--- config.mk ---
export PLATFORM = sky130hd
export DESIGN_NAME = fd_corner_collector
export DESIGN_NICKNAME = d
export VERILOG_FILES = /design/src/rtl/fd_pkg.sv /design/src/rtl/fd_sync_fifo.sv /design/src/rtl/fd_corner_collector.sv
export SDC_FILE = /design/constraint.sdc
export NUM_CORES = 1
export LEC_CHECK = 0
export CAP_MARGIN = 20
export CELL_PAD_IN_SITES_DETAIL_PLACEMENT = 1
export CELL_PAD_IN_SITES_GLOBAL_PLACEMENT = 2
export CORE_MARGIN = 2
export CORE_UTILIZATION = 50
export CTS_BUF_LIST = sky130_fd_sc_hd__clkbuf_16
export CTS_CLUSTER_DIAMETER = 60
export DETAILED_ROUTE_END_ITERATION = 6
export PLACE_DENSITY_LB_ADDON = 0.1
export SLEW_MARGIN = 20
export SYNTH_ARGS = -nofsm -noshare
export SYNTH_HDL_FRONTEND = slang
export SYNTH_HIERARCHICAL = 1
export SYNTH_SLANG_ARGS = --single-unit
--- constraint.sdc ---
create_clock -name clock -period 11.7 [get_ports clock]
set_input_delay 2.34 -clock clock [delete_from_list [all_inputs] [get_ports clock]]
set_output_delay 2.34 -clock clock [all_outputs]
set_load 0.005 [all_outputs]
--- src/rtl/fd_pkg.sv ---
// rtl/fd_pkg.sv - shared widths, corner-entry record and clog2 helper for the corner collector
package fd_pkg;

    localparam int ADDR_W_DEF = 15;
    localparam int PIX_W_DEF  = 8;

    typedef struct packed {
        logic [ADDR_W_DEF-1:0] addr;
        logic [PIX_W_DEF-1:0]  pixel;
    } corner_entry_t;

    function automatic int clog2(input int value);
        int result;
        int v;
        result = 0;
        v      = value - 1;
        while (v > 0) begin
            result = result + 1;
            v      = v >> 1;
        end
        return result;
    endfunction

endpackage

--- src/rtl/fd_sync_fifo.sv ---
// rtl/fd_sync_fifo.sv - single-clock FIFO with wrap-bit pointers, flush, and push-through-when-full-with-pop
module fd_sync_fifo
    import fd_pkg::*;
#(
    parameter int WIDTH = 23,
    parameter int DEPTH = 16
) (
    input  logic             clock,
    input  logic             nReset,
    input  logic             push,
    input  logic             pop,
    input  logic             flush,
    input  logic [WIDTH-1:0] wdata,
    output logic [WIDTH-1:0] rdata,
    output logic             full,
    output logic             empty
);

    localparam int AW = clog2(DEPTH);
    localparam logic [AW:0] PTR_ONE = (AW+1)'(1);

    logic [WIDTH-1:0] mem_q [DEPTH];
    logic [AW:0]      wptr_q, wptr_d;
    logic [AW:0]      rptr_q, rptr_d;
    logic             wr_en;
    logic [AW-1:0]    waddr;

    assign empty = (wptr_q == rptr_q);
    assign full  = (wptr_q[AW] != rptr_q[AW]) && (wptr_q[AW-1:0] == rptr_q[AW-1:0]);
    assign rdata = mem_q[rptr_q[AW-1:0]];

    // A flush restarts both pointers; a push in the same cycle lands in slot 0.
    always_comb begin
        wr_en  = push && (flush || !full || pop);
        waddr  = flush ? '0 : wptr_q[AW-1:0];
        wptr_d = wptr_q;
        rptr_d = rptr_q;
        if (flush) begin
            rptr_d = '0;
            wptr_d = push ? PTR_ONE : '0;
        end else begin
            if (wr_en) begin
                wptr_d = wptr_q + PTR_ONE;
            end
            if (pop && !empty) begin
                rptr_d = rptr_q + PTR_ONE;
            end
        end
    end

    always_ff @(posedge clock or negedge nReset) begin
        if (!nReset) begin
            wptr_q <= '0;
            rptr_q <= '0;
        end else begin
            wptr_q <= wptr_d;
            rptr_q <= rptr_d;
        end
    end

    always_ff @(posedge clock) begin
        if (wr_en) begin
            mem_q[waddr] <= wdata;
        end
    end

endmodule

--- src/rtl/fd_corner_collector.sv ---
// rtl/fd_corner_collector.sv - queues detected corners with skew-corrected addresses and keeps per-frame counts
module fd_corner_collector
    import fd_pkg::*;
#(
    parameter int ADDR_W      = ADDR_W_DEF,
    parameter int PIX_W       = PIX_W_DEF,
    parameter int DEPTH       = 16,
    parameter int CNT_W       = 16,
    parameter int ADDR_OFFSET = 1
) (
    input  logic              clock,
    input  logic              nReset,
    input  logic              frameStart,
    input  logic              isCorner,
    input  logic [ADDR_W-1:0] refAddr,
    input  logic [PIX_W-1:0]  refPixel,
    output logic              outValid,
    input  logic              outReady,
    output logic [ADDR_W-1:0] outAddr,
    output logic [PIX_W-1:0]  outPixel,
    output logic [CNT_W-1:0]  cornerCount,
    output logic [CNT_W-1:0]  dropCount,
    output logic              overflow
);

    localparam logic [ADDR_W-1:0] ADDR_SKEW = ADDR_W'(ADDR_OFFSET);
    localparam logic [CNT_W-1:0]  CNT_ONE   = CNT_W'(1);
    localparam logic [CNT_W-1:0]  CNT_MAX   = '1;

    logic                    fifo_full;
    logic                    fifo_empty;
    logic                    pop;
    logic                    drop;
    logic [ADDR_W+PIX_W-1:0] wdata;
    logic [ADDR_W+PIX_W-1:0] rdata;
    logic [CNT_W-1:0]        corner_cnt_q, corner_cnt_d;
    logic [CNT_W-1:0]        drop_cnt_q, drop_cnt_d;
    logic                    overflow_q, overflow_d;

    assign pop      = outReady && !fifo_empty;
    assign outValid = !fifo_empty;
    assign wdata    = {refAddr - ADDR_SKEW, refPixel};
    assign outAddr  = rdata[ADDR_W+PIX_W-1:PIX_W];
    assign outPixel = rdata[PIX_W-1:0];

    // A corner is lost only when the FIFO is full and the head is not leaving this cycle.
    assign drop = isCorner && !frameStart && fifo_full && !pop;

    fd_sync_fifo #(
        .WIDTH (ADDR_W + PIX_W),
        .DEPTH (DEPTH)
    ) u_fifo (
        .clock  (clock),
        .nReset (nReset),
        .push   (isCorner),
        .pop    (pop),
        .flush  (frameStart),
        .wdata  (wdata),
        .rdata  (rdata),
        .full   (fifo_full),
        .empty  (fifo_empty)
    );

    always_comb begin
        corner_cnt_d = corner_cnt_q;
        drop_cnt_d   = drop_cnt_q;
        overflow_d   = overflow_q;
        if (frameStart) begin
            corner_cnt_d = isCorner ? CNT_ONE : '0;
            drop_cnt_d   = '0;
            overflow_d   = 1'b0;
        end else begin
            if (isCorner && (corner_cnt_q != CNT_MAX)) begin
                corner_cnt_d = corner_cnt_q + CNT_ONE;
            end
            if (drop) begin
                overflow_d = 1'b1;
                if (drop_cnt_q != CNT_MAX) begin
                    drop_cnt_d = drop_cnt_q + CNT_ONE;
                end
            end
        end
    end

    always_ff @(posedge clock or negedge nReset) begin
        if (!nReset) begin
            corner_cnt_q <= '0;
            drop_cnt_q   <= '0;
            overflow_q   <= 1'b0;
        end else begin
            corner_cnt_q <= corner_cnt_d;
            drop_cnt_q   <= drop_cnt_d;
            overflow_q   <= overflow_d;
        end
    end

    assign cornerCount = corner_cnt_q;
    assign dropCount   = drop_cnt_q;
    assign overflow    = overflow_q;

endmodule
==> run metrics <==
critical path endpoint category=output port; row count=67; Synth Area in Compound Gates=0.0424; worst skew pair latency=0.53 ns; power density over the cells=180 nW/um^2; Via density=5.93; Setup TNS=0 ns; post-synthesis adder-cell area fraction=0.00372; total CTS buffers=44; outcome=finished, final reports clean; Fmax achieved=171 MHz; Tot Pwr=3.56 mW; Clock Tree Buf Depth=3; setup bufs post-CTS=0; nets=1050; Post-synth top flop=edfxtp_1; synthesized flop and latch total=411; Detailed Route WL=37500 um; first-pass GRT wire length=57900 um; share of cells above drive strength 1=0.223; FILL cells=2918; design area=19800 sq um; Slew Viols, Final=0; Post-synth EDFFs=368; final std cells w/o fill=1499; Worst setup SP type=flop; clock skew after layout=0.0100 ns; largest family of logic cells by synthesized area=multiplexers; register area share after synthesis=0.722; HPWL after DPL=22000 um; Synthesized Nets=945; Root Driver=clkbuf_16; Initial DRT Pass Iterations=4; DR WL met3=2020 um; Resized Gates After CTS=0; multiplexer share of the synthesized area=0.141; Ant. Diodes=0; worst path required time=9.36 ns; Yosys cell types=50; IO Pins=85; CP max stage delay=0.81 ns; area grow syn2layout=17.7%; VDD IR max=0.119 mV; ANT nets after route=0; crit path cell chain=buf_4, xor2_1, nor4_4, and2_1, inv_1, clkdlybuf4s50_1; final setup vio count=0; routed vias=8886; Least-Margin Pin Slew=0.957 ns; crit path kind=flop to output port; Crit Path Max Fanout=69; largest net degree at the start of global routing=70; core footprint=33300 sq um; Initial Utilization=0.505; Syn Area/Cell=18.4 sq um; M1 wire length=15900 um; DR WL/cell=25.0 um; Placed Cells incl. Taps=1419; top layer in use=met4; Die H=187 um; port bufs=84; Post-Place Cell Area=18200 sq um; DRC=0; xor and xnor area share after synthesis=0.0130; Maximum Capacitance Violations=0; Synth Area in Simple Gates=0.0610; vias in the first global route=9559; initial antenna violation count=0; synth warn=6; Reg clk slew, reported paths=0.06 ns; met2 wire length=18900 um; LEAKAGE=6.25 nW; Slew HR=0.362; routability cong.=0.788; critical-path cell with the highest stage delay=buf_4; asr flop ratio synth=0.105; Clock Sinks=411; minimum clock period=5.86 ns; hold buffer count at cts=0; CP arrival=3.52 ns; RSZ-0062 raised after global routing=false; fin crit share=0.501; Remaining Overflow, GRT=0; die width=187 um; Post-Syn Area=16800 sq um; CTS tree=built; Final Hold Fails=0; gr usage total=0.218; die area=35100 sq um; Gate Count Post-Synth=912; initial drt markers=659; CTS H-tree depth=2; Hold Crit Class=flop to flop
[Yosys cell counts (all sizes together), types with 3 or more instances]
cell type	count	area (sq um)
edfxtp	368	11100
or4	18	135
mux2	4	45.0
inv	9	33.8
nand2	22	90.1
o21ai	8	43.8
nor3	15	75.1
mux2i	25	250
xnor2	13	114
mux4	92	2070
dfrtp	43	1080
and3	4	25.0
ha	5	62.6
nor4	8	71.3
or3	7	45.1
nor2	34	128
o31ai	17	128
xor2	12	105
nand2b	3	18.8
and4	3	27.5
clkbuf	29	109
nand3b	4	30.0
nor2b	29	181
nand4	13	81.3
nand3	11	55.1
a21oi	53	265
a211oi	24	180
buf	21	151
[sequential cells by signal (all words and copies together) (netlist names)]
signal,cells
cornerCount,16
u_fifo/mem_q,368
overflow,1
u_fifo/rptr_q,5
u_fifo/wptr_q,5
dropCount,16
[placed cells by master (no fill, tap or decap), types with 11 or more instances in the layout]
cell	instances
clkinv_1	11
nand3_1	11
mux4_2	92
clkdlybuf4s50_1	82
clkbuf_16	46
edfxtp_1	368
buf_4	26
a21oi_1	53
mux2i_1	25
nand4_1	13
nor3_1	11
inv_1	13
nor2b_1	29
o31ai_1	17
nand2_1	19
dfrtp_1	39
or4_1	18
nor2_1	24
a211oi_1	24
[layer usage]
metal  vias to the layer above  GRT usage
met5                         -          0
met1                      4687      0.296
li1                       3924          -
met3                        54     0.0383
met4                         0     0.0516
met2                       221      0.370
[worst paths after layout]
check                      slack, ns              from  cells after the start                   to
max in group asynchronous       9.41            nReset                      1     u_fifo/rptr_q[2]
min in group asynchronous       1.81            nReset                      1      cornerCount[10]
setup / recovery                5.84  u_fifo/rptr_q[1]                      6             outValid
hold reg to reg                 0.52          overflow                      2             overflow
setup reg to reg                6.91  u_fifo/rptr_q[1]                     10  u_fifo/mem_q[13][8]
hold / removal                  0.52          overflow                      2             overflow
[per-stage QoR]
step           setup WS [ns]  hold WS (ns)  utilization
6_report                5.84         0.523        0.595
3_5_place_dp            6.08         0.521        0.547
2_1_floorplan           5.75         0.511            -
5_1_grt                 5.56         0.552        0.595
3_3_place_gp            6.17         0.503        0.547
4_1_cts                 5.77         0.531        0.591
[area by class of cell]
| class | count | area (sq um) | share of cell area |
|---|---|---|---|
| Sequential cell | 411 | 12100 | 0.613 |
| Multi-Input combinational cell | 442 | 4550 | 0.230 |
| Clock buffer | 46 | 1150 | 0.0582 |
| Timing Repair Buffer | 109 | 1020 | 0.0516 |
| Tap cell | 448 | 561 | 0.0283 |
| Clock inverter | 34 | 332 | 0.0168 |
| Inverter | 9 | 33.8 | 0.00171 |
[worst max-delay path: cells and delay by family (launching register included)]
kind | cells | cell delay [ns]
xor gates and xnor gates | 1 | 0.22
buffers and inverters | 3 | 1.30
DFF | 1 | 0.67
and+or+nand+nor | 2 | 0.77
[cells by family (layout without fill, tap and decap cells)]
logic type | after synthesis | count (layout)
and+or+nand+nor | 179 | 179
adders and majority gates | 5 | 5
muxes | 121 | 121
AOI/OAI and AO/OA | 112 | 112
xor gates and xnor gates | 25 | 25
DFF | 411 | 411
buffers and inverters | 59 | 198
[where the power goes]
group | leakage (nW) | internal (mW) | switching [mW]
Sequential | 3.91 | 1.63 | 0.0260
Combinational | 1.60 | 0.270 | 0.229
Clock | 0.740 | 0.847 | 0.559
No activity file was read; power rests on OpenSTA's default activity.
